### src/rtl/assoc_buffer_arbiter.sv
// Round-robin arbiter that serialises NUM_REQ lookup/update requests onto one
// associative_buffer port and returns the buffer's pre-update data/hit flag.
module assoc_buffer_arbiter #(
  parameter int NUM_REQ   = 4,
  parameter int KEY_SIZE  = 4,
  parameter int DATA_SIZE = 4
) (
  input  logic                          clk,
  input  logic                          async_nreset,
  input  logic [NUM_REQ-1:0]            req,
  input  logic [2*NUM_REQ-1:0]          req_op,
  input  logic [KEY_SIZE*NUM_REQ-1:0]   req_key,
  input  logic [DATA_SIZE*NUM_REQ-1:0]  req_data,
  input  logic                          pause,
  output logic [NUM_REQ-1:0]            gnt,
  output logic [NUM_REQ-1:0]            rsp_valid,
  output logic [DATA_SIZE-1:0]          rsp_data,
  output logic                          rsp_hit,
  output logic                          busy,
  output logic                          buf_en,
  output logic [1:0]                    buf_ctrl,
  output logic [KEY_SIZE-1:0]           buf_key,
  output logic [DATA_SIZE-1:0]          buf_data_in,
  input  logic [DATA_SIZE-1:0]          buf_data_out,
  input  logic                          buf_valid
);

  localparam int          IW      = $clog2(NUM_REQ);
  localparam logic [1:0]  OP_NONE = 2'd0;

  typedef enum logic [1:0] {IDLE, ISSUE, RESP} state_e;

  state_e        state, state_nxt;
  logic [IW-1:0] last;
  logic [IW-1:0] idx;
  logic [1:0]    op_q;
  logic [IW-1:0] win_idx;
  logic          win_found;
  logic          start;

  // Index 'k' positions after 'base', wrapping at NUM_REQ (need not be a power of two).
  function automatic logic [IW-1:0] rr_idx(input logic [IW-1:0] base, input int k);
    int c;
    c = int'(base) + k;
    if (c >= NUM_REQ) c = c - NUM_REQ;
    return IW'(c);
  endfunction

  // Search starts just after the last served requester, so it ends up lowest priority.
  always_comb begin
    // NOTE: every always_comb output gets a default first, so no path can infer a latch.
    win_found = 1'b0;
    win_idx   = '0;
    for (int k = 1; k <= NUM_REQ; k++) begin
      if (!win_found && req[rr_idx(last, k)]) begin
        win_found = 1'b1;
        win_idx   = rr_idx(last, k);
      end
    end
  end

  assign start = (state == IDLE) && !pause && win_found;

  always_ff @(posedge clk or negedge async_nreset) begin
    if (!async_nreset) state <= IDLE;
    else               state <= state_nxt;
  end

  always_comb begin
    state_nxt = state;
    case (state)
      IDLE:    if (start) state_nxt = ISSUE;
      ISSUE:   state_nxt = RESP;
      RESP:    state_nxt = IDLE;
      default: state_nxt = IDLE;
    endcase
  end

  // Operation latch, response capture and round-robin pointer.
  always_ff @(posedge clk or negedge async_nreset) begin
    if (!async_nreset) begin
      last        <= IW'(NUM_REQ - 1);
      idx         <= '0;
      op_q        <= OP_NONE;
      buf_key     <= '0;
      buf_data_in <= '0;
      rsp_data    <= '0;
      rsp_hit     <= 1'b0;
    end else begin
      // NOTE: state registers use non-blocking assignment so every flop samples pre-edge values.
      if (start) begin
        idx         <= win_idx;
        op_q        <= req_op[2*int'(win_idx) +: 2];
        buf_key     <= req_key[KEY_SIZE*int'(win_idx) +: KEY_SIZE];
        buf_data_in <= req_data[DATA_SIZE*int'(win_idx) +: DATA_SIZE];
      end
      if (state == ISSUE) begin
        rsp_data <= buf_data_out;
        rsp_hit  <= buf_valid;
      end
      if (state == RESP) last <= idx;
    end
  end

  // Strobes are decoded from state and latched index only; no req-to-gnt path.
  always_comb begin
    gnt       = '0;
    rsp_valid = '0;
    buf_en    = 1'b0;
    buf_ctrl  = OP_NONE;
    busy      = (state != IDLE);
    case (state)
      ISSUE: begin
        gnt[idx] = 1'b1;
        buf_en   = 1'b1;
        buf_ctrl = op_q;
      end
      RESP:    rsp_valid[idx] = 1'b1;
      default: ;
    endcase
  end

endmodule

### config.mk
export PLATFORM = sky130hd
export DESIGN_NAME = assoc_buffer_arbiter
export DESIGN_NICKNAME = d
export VERILOG_FILES = /design/src/rtl/assoc_buffer_arbiter.sv
export SDC_FILE = /design/constraint.sdc
export NUM_CORES = 1
export LEC_CHECK = 0
export ABC_AREA = 1
export BUFFER_PORTS_ARGS = -buffer_cell sky130_fd_sc_hd__buf_4
export CAP_MARGIN = 20
export CORE_MARGIN = 1.5
export CORE_UTILIZATION = 46
export DETAILED_ROUTE_END_ITERATION = 12
export PLACE_DENSITY = 0.84
export SYNTH_ARGS = -nofsm -noshare
export SYNTH_HDL_FRONTEND = slang
export SYNTH_SLANG_ARGS = --single-unit
### constraint.sdc
create_clock -name clk -period 2 [get_ports clk]
set_input_delay 0 -clock clk [delete_from_list [all_inputs] [get_ports clk]]
set_output_delay 0 -clock clk [all_outputs]
set_load 0.01 [all_outputs]
Yosys cells after proc, flatten, opt, wreduce, memory -nomap -nowiden
Cells that the tools add are included.

Register bits: 21. Bits of input ports: 52. Output and inout port bits: 25. Logic and storage cells: 72.

Add/sub/neg operators: 8. Magnitude comparators: 10. Eq/ne operators: 3. Shift operators: 3. Mux-type cells: 28. Reductions and logical operators: 12.

Operators by type and width (count): $shiftx A16 B5 Y4 (2); $mux W2 (10); $lt A2 B3 Y1 const B (5); $mux W1 (10); $ge A3 B3 Y1 const B (3); $bmux W1 S2 (4); $mux W4 (2); $shiftx A8 B4 Y2 (1); $sub A2 B1 Y2 const B (4); $add A2 B2 Y3 const B (2); $logic_and A1 B1 Y1 (6); $add A2 B3 Y4 const B (1); $ge A4 B3 Y1 const B (1); $logic_not A1 Y1 (4); $pmux W2 S2 (1); $add A2 B1 Y3 const B (1); $demux W1 S2 (1); $eq A2 B1 Y1 const B (1); $eq A2 B2 Y1 const B (1); $ge A2 B1 Y1 const B (1); $logic_not A2 Y1 (1); $ne A2 B2 Y1 const B (1); $reduce_bool A2 Y1 (1).

Longest topological paths before layout
Depth in word-level cells: 18. Mapped depth: 16. Gate-level depth less buffers: 14.

Least setup slack after synthesis
Ideal clock, no wire load.

Path type: register to register. Start point: reg last[0]. End point: reg buf_key[1]. Library setup time: 0.129 ns. Arrival: 1.722 ns. Required time: 1.871 ns. Path slack: 0.148 ns. Stages on the path, launching flop included: 15. Clock period less this slack: 1.852 ns. Cells stage by stage: dfstp_2 > buf_6 > inv_6 > nand2_1 > nand2_1 > nand2_2 > nand2_4 > inv_4 > nand2_4 > nand2_4 > nand3_4 > buf_6 > or2_1 > nand3_2 > nand3_2.

Cells in the longest elaborated chain, start to end: 16. Elaborated cells on any way between the ends: 40. Classes of those cells: add/sub (8); order compare (4); shift (1); mux (20); reduce/logical (7).

Ends and longest elaborated chain: start, declared (RTL line 34) `logic [IW-1:0] last;`; start signal, assigned (RTL line 82) `last <= IW'(NUM_REQ - 1);`; start signal, assigned (RTL line 101) `if (state == RESP) last <= idx;`; $add A2 B1 Y3 (RTL line 44) `c = int'(base) + k;`; $ge A3 B3 Y1 or $sub A2 B1 Y2 (tied branches) (RTL line 45) `if (c >= NUM_REQ) c = c - NUM_REQ;`; $mux W2 (RTL line 45); $bmux W1 S2 (RTL line 55) `if (!win_found && req[rr_idx(last, k)]) begin`; $mux W1 (not written as such) (RTL line 55); $mux W1 (RTL line 55); $logic_not A1 Y1 (RTL line 55); $logic_and A1 B1 Y1 (RTL line 55); $mux W1 (RTL line 55); $logic_not A1 Y1 (RTL line 55); $logic_and A1 B1 Y1 (RTL line 55); $mux W1 (RTL line 55); $logic_not A1 Y1 (RTL line 55); $logic_and A1 B1 Y1 (RTL line 55); $mux W2 or $mux W1 (tied branches) (RTL line 55); $shiftx A16 B5 Y4 or $logic_and A1 B1 Y1 (tied branches) (RTL line 94, 62); end signal, assigned (RTL line 94) `buf_key <= req_key[KEY_SIZE*int'(win_idx) +: KEY_SIZE];`; end, declared (RTL line 22) `output logic [KEY_SIZE-1:0] buf_key,`.

Parallel ways exist; a longest one is shown, timed or not. The select of a mux whose other input is x is not followed. A chain may end at the register's enable or synchronous reset.

Worst setup path in the final report
Start point: reg last[0]. End point: reg buf_key[3].

The elaborated chain is that of the path after synthesis.

==> metrics <==
outcome finished, violations left; failing checks negative setup slack; via count 1,902; layout cells sized above 1 43.5%; Setup Skew around 14 ps; Synth Warn # 0; Root Buffer clkbuf_4; crit path max fanout 7; H-tree Lvls 1; worst-skew pair later-pin latency 310 ps; Worst-Margin Slew about 340 ps; final instance area 2660 um2; CP Cell Sequence buf_4, buf_6, nand2_1, nand3_2, nand2_2, nor2_4, nand3_4, nand3_4, buf_6, nand2_1, o211ai_1, nand3_1; diode count 0; slowest stage delay, CP 570 ps; drt first pass iters 4; CP Launch Point last[0]; Syn Nets between 200 and 300; post-DR vias/cell 4.86; Slew HR 77.2%; leakage power 1.48 nW; Nets 398; Pins Over Slew Limit 0; Die ar. 3840 um2; final estimated routing congestion in global placement 0.858; R2R Path Start last[0]; Die W 62.0 um; worst vdd ir 0.000780 V; final worst slack -2.77 ps; first-pass GRT wire length 7040 um; Remaining Overflow, GRT 0; area delta synth->final 66.1%; Place WS -81.7 ps; nature of the critical path startpoint flip-flop; Power Total 4.31 mW; detailed-route wire length 4920 um; I/O Buffers between 70 and 80; Finish-stage setup viols 1; Util after Layout 79.7%; CORE AREA between 3000 and 4000 um2; number of remaining DRC errors 0; Synth Area per Inst ~6.8 um2; pin count of the biggest net entering global routing 22; Max Clk Rate ~500 MHz; Post-Syn Instances around 240; cell count after placement 360; CTS tree yes; Total GRT Usage 24.7%; register area share after synthesis 33.0%; WS Path Type flip-flop to flip-flop; #FFs+latches synth 21; post-synth cell types 28; Setup crit end kind flip-flop; Hold Crit Start req_op[2]; pwr dens between 1500 and 2000 nW/um2; # Max-Cap Violations 0; antenna-violating nets left 0; CP arrival 2190 ps; WP buf/inv 3; Avg WL per Cell 12.6 um; unrepaired setup endpoints after global routing yes; initial core utilization 48.0%; clk sinks 21; Placed Area about 2200 um2; Critical-path top delay cell dfstp_2; CP top delay family simple AND/OR/NAND/NOR gates; post-route clock period utilization 100%; non-filler cells, final 391; Period minus WS final 2000 ps; initial antenna violation count 0; mapped cell area roughly 1600 um2; Die Y 62.0 um; io pins 77; CTS max path bufs 2; Worst Path Required 2190 ps; DP HPWL around 3200 um; Iter 0 DRT Violations 103; type of the tightest min-delay check primary input to flip-flop; vias in the first global route between 1,500 and 2,000; Worst-path clk slew approximately 130 ps; Cell Rows 21; final hold violations 0; total CTS buffers 3
stage by stage:
stage | TNS [ps] | hold WS [ps]
finish | -2.77 | 2.83
global route | -600 | 14.4
CTS | 0 | 6.22
detailed placement | -212 | -101
global placement | 0 | -104
floorplan | 0 | -296
area by class of cell:
class,instances,area (um2)
timing repair inverter,1,6.26
clock inverter,1,5.00
fill,246,678
timing repair buffer,109,881
multi-input combinational,167,985
tap,46,57.6
sequential,21,528
clock buffer,3,22.5
inverter,43,174
what timing repair did:
action	in CTS	in global routing
buffers inserted	1	9
gates cloned	2	1
pin swaps	2	17
hold buffers	14	0
endpoints found under the setup margin	7	13
resized for setup	2	36
hold endpoints to repair	34	0
flip-flops by register name, summed over array words and instances (netlist names):
register	flops
rsp_data	4
idx	2
state	2
buf_data_in	4
last	2
op_q	2
buf_key	4
rsp_hit	1
worst min-delay path, stage by stage:
cell and delay (ps):
buf_4 80, or2_2 90, nand3_1 50, nand3_1 70
per-layer routing:
layer  share of wire (%)  routed length (um)  track usage (%)  vias up
met5                   0                   0                0        -
met4                0.51                  25             5.47        0
met3                 6.4                 315             5.18        2
met2                  55                2700             44.8       75
met1                  38                1880             29.8      868
li1                    -                   -                -      957
cell families after synthesis:
kind of cell / count (synthesis) / synth area share (%)
AO/OA/AOI/OAI: 12 / 5.00
buffers and inverters: 49 / 13.7
flip-flops: 21 / 33.0
AND/OR/NAND/NOR: 153 / 48.3
final timing paths:
kind | slack [ps] | cells past startpoint | to
setup reg to reg | -3 | 12 | buf_key[3]
hold reg to reg | 490 | 1 | state[1]
min in group asynchronous | 100 | 2 | rsp_hit
max in group asynchronous | 1600 | 2 | last[0]
setup / recovery | -3 | 12 | buf_key[3]
hold / removal | 3 | 4 | op_q[0]
power breakdown:
part           internal [mW]  switching [mW]  total [mW]  leakage, nW
Clock                 0.0746           0.137       0.211       0.0177
Combinational           1.42            1.85        3.27         1.20
Sequential             0.656           0.166       0.822        0.255
Total                   2.15            2.15        4.31         1.48
cell usage after synthesis, drive strengths merged:
library cell,count,area share (%)
nand2,93,25
inv,43,11
nand3,29,12
dfrtp,19,30
nor2,13,4.5
o211ai,8,3.8
or2,8,3.1
buf,5,2.9
nand4,5,2.9
nor3,4,1.3
o21ai,3,0.94
dfstp,2,3.3
a21oi,1,0.31
clkbuf,1,0.23
nor4,1,0.39
cells in the final DEF, fill, tap and decap left out, drive strengths merged:
| master | netlist | final |
|---|---|---|
| buf | 5 | 95 |
| nand2 | 93 | 93 |
| inv | 43 | 44 |
| nand3 | 29 | 31 |
| dfrtp | 19 | 19 |
| dlygate4sd3 | 0 | 14 |
| nor2 | 13 | 13 |
| o211ai | 8 | 8 |
| or2 | 8 | 8 |
| nand4 | 5 | 5 |
| nor3 | 4 | 4 |
| clkbuf | 1 | 3 |
| o21ai | 3 | 3 |
| dfstp | 2 | 2 |
| nor4 | 1 | 1 |
| a21oi | 1 | 1 |
| clkinv | 0 | 1 |
Power figures use the tool's default switching activity.
